--- src/rtl/uart_rx_status_irq.sv ---
// UART line status (LSR), interrupt identification (IIR) and interrupt request.
// Sticky error bits, THRE pending tracking and priority-encoded interrupt source.
module uart_rx_status_irq (
    input  logic       PCLK,
    input  logic       PRESET,
    input  logic       push_rx_fifo,
    input  logic       pop_rx_fifo,
    input  logic [4:0] rx_fifo_count,
    input  logic       rx_fifo_empty,
    input  logic       rx_overrun,
    input  logic       parity_error,
    input  logic       framing_error,
    input  logic       break_error,
    input  logic       time_out,
    input  logic       tx_fifo_empty,
    input  logic       tx_idle,
    input  logic       tx_push,
    input  logic       lsr_rd,
    input  logic       iir_rd,
    input  logic [3:0] IER,
    input  logic [1:0] FCR_trig,
    output logic [7:0] LSR,
    output logic [3:0] IIR,
    output logic       irq
);

    logic       dr_q, thre_q, temt_q;
    logic       oe_q, pe_q, fe_q, bi_q, err_q;
    logic       oe_d, pe_d, fe_d, bi_d, err_d;
    logic       brk_prev_q, txe_prev_q, ier1_prev_q;
    logic       thre_pend_q, thre_pend_d;
    logic [3:0] iir_q, iir_d;
    logic       irq_q;
    logic [4:0] level;
    logic       rda_cond, thre_set, thre_clr;
    logic       set_oe, set_pe, set_fe, set_bi;

    // Pop only moves occupancy, which arrives through rx_fifo_count; IER[3] is reserved.
    logic unused_ok;
    assign unused_ok = &{1'b0, pop_rx_fifo, IER[3]};

    always_comb begin
        set_oe = push_rx_fifo & rx_overrun;
        set_pe = push_rx_fifo & parity_error;
        set_fe = push_rx_fifo & framing_error;
        set_bi = break_error & ~brk_prev_q;

        // A set in the same cycle as the LSR read wins over the clear.
        oe_d  = set_oe | (oe_q & ~lsr_rd);
        pe_d  = set_pe | (pe_q & ~lsr_rd);
        fe_d  = set_fe | (fe_q & ~lsr_rd);
        bi_d  = set_bi | (bi_q & ~lsr_rd);
        err_d = (set_oe | set_pe | set_fe | set_bi) | (err_q & ~lsr_rd);

        level = 5'd1;
        case (FCR_trig)
            2'b00: level = 5'd1;
            2'b01: level = 5'd4;
            2'b10: level = 5'd8;
            2'b11: level = 5'd14;
            default: level = 5'd1;
        endcase
        rda_cond = (rx_fifo_count >= level);

        thre_set = (tx_fifo_empty & ~txe_prev_q) | (tx_fifo_empty & IER[1] & ~ier1_prev_q);
        thre_clr = tx_push | (iir_rd & (iir_q == 4'b0010));
        thre_pend_d = thre_set | (thre_pend_q & ~thre_clr);

        iir_d = 4'b0001;
        if (IER[2] & (oe_d | pe_d | fe_d | bi_d))
            iir_d = 4'b0110;
        else if (IER[0] & rda_cond)
            iir_d = 4'b0100;
        else if (IER[0] & time_out & ~rx_fifo_empty)
            iir_d = 4'b1100;
        else if (IER[1] & thre_pend_d)
            iir_d = 4'b0010;
    end

    always_ff @(posedge PCLK) begin
        if (PRESET) begin
            dr_q        <= 1'b0;
            thre_q      <= 1'b1;
            temt_q      <= 1'b1;
            oe_q        <= 1'b0;
            pe_q        <= 1'b0;
            fe_q        <= 1'b0;
            bi_q        <= 1'b0;
            err_q       <= 1'b0;
            brk_prev_q  <= 1'b0;
            txe_prev_q  <= 1'b0;
            ier1_prev_q <= 1'b0;
            thre_pend_q <= 1'b0;
            iir_q       <= 4'b0001;
            irq_q       <= 1'b0;
        end else begin
            dr_q        <= ~rx_fifo_empty;
            thre_q      <= tx_fifo_empty;
            temt_q      <= tx_fifo_empty & tx_idle;
            oe_q        <= oe_d;
            pe_q        <= pe_d;
            fe_q        <= fe_d;
            bi_q        <= bi_d;
            err_q       <= err_d;
            brk_prev_q  <= break_error;
            txe_prev_q  <= tx_fifo_empty;
            ier1_prev_q <= IER[1];
            thre_pend_q <= thre_pend_d;
            iir_q       <= iir_d;
            irq_q       <= ~iir_d[0];
        end
    end

    assign LSR = {err_q, temt_q, thre_q, bi_q, fe_q, pe_q, oe_q, dr_q};
    assign IIR = iir_q;
    assign irq = irq_q;

endmodule

--- config.mk ---
export PLATFORM = sky130hd
export DESIGN_NAME = uart_rx_status_irq
export DESIGN_NICKNAME = d
export VERILOG_FILES = /design/src/rtl/uart_rx_status_irq.sv
export SDC_FILE = /design/constraint.sdc
export NUM_CORES = 1
export LEC_CHECK = 0
export CAP_MARGIN = 15
export CORE_ASPECT_RATIO = 0.8
export CORE_UTILIZATION = 35
export CTS_CLUSTER_SIZE = 30
export DETAILED_ROUTE_END_ITERATION = 16
export GPL_ROUTABILITY_DRIVEN = 0
export PLACE_DENSITY_LB_ADDON = 0.1
export REMOVE_ABC_BUFFERS = 1
export SYNTH_ARGS = -nofsm -noshare
export SYNTH_HDL_FRONTEND = slang
export SYNTH_SLANG_ARGS = --single-unit
--- constraint.sdc ---
create_clock -name PCLK -period 1.2 [get_ports PCLK]
set_input_delay 0.24 -clock PCLK [delete_from_list [all_inputs] [get_ports PCLK]]
set_output_delay 0.24 -clock PCLK [all_outputs]
set_load 0.02 [all_outputs]
### Word level (Yosys, flattened, before mapping)

Index checks and enable logic that the tools add are counted.

| storage, ports and cells | value |
|---|---|
| bits in registers | 17 |
| bits of input ports | 26 |
| output and inout bits | 13 |
| logic and storage cells | 68 |

| cells by class | value |
|---|---|
| magnitude comparators | 1 |
| eq/ne operators | 4 |
| multiplexer cells | 5 |
| bitwise operators | 41 |
| reductions and logical operators | 2 |

Operator list:

| operator | count |
|---|---|
| $and A1 B1 Y1 | 20 |
| $pmux W5 S4 | 1 |
| $or A1 B1 Y1 | 14 |
| $not A1 Y1 | 7 |
| $mux W3 | 2 |
| $ge A5 B5 Y1 | 1 |
| $eq A2 B2 Y1 const B | 2 |
| $eq A4 B2 Y1 const B | 1 |
| $mux W4 | 1 |
| $reduce_or A3 Y1 | 1 |
| $eq A2 B1 Y1 const B | 1 |
| $logic_not A2 Y1 | 1 |
| $mux W2 | 1 |

### Longest topological paths before layout

| logic depth | value |
|---|---|
| depth after elaboration | 12 |
| gate-level depth with buffers | 6 |
| gate-level depth less buffers | 6 |

### Worst setup path after synthesis

No wires, ideal clock.

| timing | value |
|---|---|
| path type | input to register |
| start | in FCR_trig[1] |
| end | reg irq_q, in the netlist irq |
| arrival | 1.163 ns |
| data required time | 1.066 ns |
| slack | -0.097 ns |
| cell stages on the path | 6 |
| buffers on the path | 0 |
| cells stage by stage | inv_1 ha_1 a211oi_1 nand2_1 o211ai_1 o211ai_1 |

| on the way | value |
|---|---|
| word-level cells in the longest chain between the ends | 7 |
| elaborated cells on any way between the ends | 10 |
| classes of those cells | 1 x order compare; 3 x eq/ne; 3 x mux; 2 x bitwise; 1 x reduce/logical |

RTL lines:

| what | RTL line | source |
|---|---|---|
| start, declared | 21 | `input logic [1:0] FCR_trig,` |
| $eq A2 B2 Y1, or another cell as far along | 56 | `case (FCR_trig)` |
| $pmux W5 S4 (*) | 56 |  |
| $ge A5 B5 Y1 (*) | 63 | `rda_cond = (rx_fifo_count >= level);` |
| $and A1 B1 Y1 (*) | 72 | `else if (IER[0] & rda_cond)` |
| $mux W3 (*) | 72 |  |
| $mux W3 (*) | 70 | `if (IER[2] & (oe_d \| pe_d \| fe_d \| bi_d))` |
| $not A1 Y1 (*) | 110 | `irq_q <= ~iir_d[0];` |
| end signal, assigned | 110 |  |
| end, declared | 33 | `logic irq_q;` |

Every way passes the cells marked *; elsewhere a longest branch is shown, timed or not. The select of a mux whose other input is x is not followed.
A chain may end at the register's enable or synchronous reset.

### Final worst setup path

| timing | value |
|---|---|
| start | reg iir_q[2], in the netlist IIR[2] |
| end | reg irq_q, in the netlist irq |

| on the way | value |
|---|---|
| word-level cells in the longest chain between the ends | 12 |

RTL lines:

| what | RTL line | source |
|---|---|---|
| start, declared | 32 | `logic [3:0] iir_q, iir_d;` |
| start signal, assigned | 109 | `iir_q <= iir_d;` |
| $eq A4 B2 Y1 | 66 | `thre_clr = tx_push \| (iir_rd & (iir_q == 4'b0010));` |
| $and A1 B1 Y1 | 66 |  |
| $or A1 B1 Y1 | 66 |  |
| $not A1 Y1 | 67 | `thre_pend_d = thre_set \| (thre_pend_q & ~thre_clr);` |
| $and A1 B1 Y1 | 67 |  |
| $or A1 B1 Y1 | 67 |  |
| $and A1 B1 Y1 | 76 | `else if (IER[1] & thre_pend_d)` |
| $mux W2 | 76 |  |
| $mux W4 | 74 | `else if (IER[0] & time_out & ~rx_fifo_empty)` |
| $mux W3 | 72 |  |
| $mux W3 | 70 |  |
| $not A1 Y1 | 110 |  |

No other way between the ends.

==> out/results.ini <==
[drt]
num_vias = 774
remaining_drc_errors = 0
wl_per_cell_um = 12.52
first_pass_iters = 4
via_per_inst = 4.807
finalWirelength_um = 2016
drtIter0Drc = 13
antenna_left = 0

[sta]
min_period_ns = 1.267
rsz0062_at_grt = true
setup_ws_ns = -0.06728
finalHoldViolCount = 0
post-route-period-util_pct = 105.6
worst_slew_pin_slew_ns = 0.3048
skew_ns = 0.005951
drv_slew = 0
relSlewSlack_pct = 79.47
finalSetupViolCount = 4
max_freq_ghz = 0.7891
holdWs_ns = 0.4394

[global_route]
grt_pass1_wl_um = 3139
grtUsageTotal_pct = 18.58
grt.overflow.total = 0
grt_pass1_vias = 744
antenna_found_initial = 0
grt_max_degree = 10

[placed_design]
hpwl_um = 1511
placedCellCount = 155
io_buffers = 36

[final_layout]
drive_gt1_share_pct = 36.50
syn_to_final_growth_pct = 65.66
nets = 168
diodes = 0
fin_cells = 161

[worst_setup_path]
slowest_stage = dfxtp_2
rrSetupSlack_ns = -0.07
setup.worst_path.start_class = register
max_stage_delay_ns = 0.34
critPathKind = register to register
required_ns = 1.37
cp_max_fo = 3
critPathCaptureType = register
crit_arrival_ns = 1.43
path_buf_inv = 0
critical-path-top-delay-family = simple AND/OR/NAND/NOR gates
crit_chain = nor4b_4 -> nand2_1 -> a32oi_2 -> o211ai_1

[yosys]
synth-main-ff-cell = dfxtp_1
yosys.area.top_type = dfxtp_1
yosysUniqueCellTypes = 30
yosysMostFrequentCell = dfxtp_1
yosys_warnings = 0
synthCells = 86
synthTopCellsByCount = dfxtp_1 (17), buf_4 (8), inv_1 (7), nand2_1 (7), nor2_1 (6)
synth-edff-count = 0
ys_top_cells_by_area = dfxtp_1 (43%), buf_4 (7.6%), ha_1 (6.4%)
async_reset_ff_share_pct = 0
syn_area_per_cell_um2 = 9.151
yosysTopAreaCellShare_pct = 43.24
ys_ff_latch = 17
seq_area_frac_synth_pct = 43.24
synth_area_um2 = 787.0

[pwr]
p_leak_uw = 0.0005842
vdd_drop_max_mv = 0.6474
p_per_area_nw_per_um2 = 978.5

[cts]
cts_hold_buf = 0
clk_pin_slew_ns = 0.09
htree_levels = 1
cts_buffer_depth = 2
clk_latency_ns = 0.29
clockRootBuffer = clkbuf_4
cts_buffers = 3
cts_tree = yes
clock-sinks = 17

[die]
coreArea_um2 = 1997
die_h_um = 44.42
die_area_um2 = 2443
io-pin-count = 39
start_util_pct = 39.41
num_rows = 14
die_x_um = 55.02

[worst_hold_path]
hp-class = input pin to register

[run_status]
outcome = finished, violations left
violations = setup timing

[run]
maxCapViolations = 0

## final cells by class
| cell class | count | area [um^2] |
|---|---|---|
| Tap cell | 24 | 30.03 |
| Sequential cell | 17 | 342.8 |
| Fill cell | 164 | 693.2 |
| Multi-Input combinational cell | 53 | 425.4 |
| Clock buffer | 4 | 26.28 |
| Inverter | 7 | 26.28 |
| Timing Repair Buffer | 56 | 452.9 |
## power breakdown
group / total, uW / leakage (uW) / switching, uW / internal (uW)
logic: 355 / 0.000427 / 163 / 192
registers: 623 / 0.000142 / 18.5 / 604
clock network: 298 / 0.0000150 / 169 / 129
total: 1280 / 0.000584 / 350 / 925
## worst register-to-register path, delay by kind of cell (launching register included)
kind	cells	cell delay, ns
compound gates	2	0.39
flops	1	0.34
simple gates	2	0.41
## sequential cells by signal (all words and copies together), names as in the netlist
register / count
IIR: 4
bi_q: 1
brk_prev_q: 1
dr_q: 1
err_q: 1
fe_q: 1
ier1_prev_q: 1
irq: 1
oe_q: 1
pe_q: 1
temt_q: 1
thre_pend_q: 1
thre_q: 1
txe_prev_q: 1
## layout by cell type, fill, tap and decap left out, types with 3 or more instances in the layout
master,instances
a21oi_1,3
buf_4,20
clkbuf_2,8
clkbuf_4,3
clkdlybuf4s15_1,5
clkdlybuf4s50_1,15
dfxtp_1,15
dlygate4sd2_1,6
inv_1,6
nand2_1,7
nand2b_1,3
nor2_1,6
## through the flow
stage,TNS [ns],worst slack [ns],cell area [um^2],util (%),total power (uW)
2_1_floorplan,-0.1977,-0.09665,723.2,-,762.5
3_3_place_gp,-3.580,-0.6770,1249,62.53,973.2
3_5_place_dp,-3.775,-0.7396,1249,62.53,979.7
4_1_cts,-0.1207,-0.05797,1320,66.10,1277
5_1_grt,-0.3061,-0.1091,1304,65.29,1349
6_report,-0.1527,-0.06728,1304,65.29,1276
## kinds of logic (layout without fill, tap and decap cells)
kind of cell	count (synthesis)	in the layout	share of synthesized area [%]
AND/OR/NAND/NOR	27	27	18.76
flip-flops	17	17	43.24
AO/OA/AOI/OAI	22	22	20.19
buffers and inverters	16	67	11.45
adder cells (fa/ha/maj)	4	4	6.360
## final timing paths
kind | start | end | cells past startpoint
worst max-delay path | IIR[2] | irq | 4
worst min-delay path | PRESET | thre_q | 2
worst max register to register | IIR[2] | irq | 4
worst min register to register | err_q | err_q | 2
## repair_timing
action / in CTS / in global routing
setup endpoints to repair: 19 / 17
buffers inserted: 1 / 1
cloned: 0 / 0
pin swaps: 12 / 9
resized for setup: 45 / 19
## layer usage
metal | routed length, um | global-route usage [%] | vias to the layer above
li1 | - | - | 396
met1 | 899 | 22.18 | 353
met2 | 953 | 30.12 | 21
met3 | 120 | 6.529 | 4
met4 | 43 | 7.500 | 0
met5 | 0 | 0 | -
(Power assumes the default switching activity.)
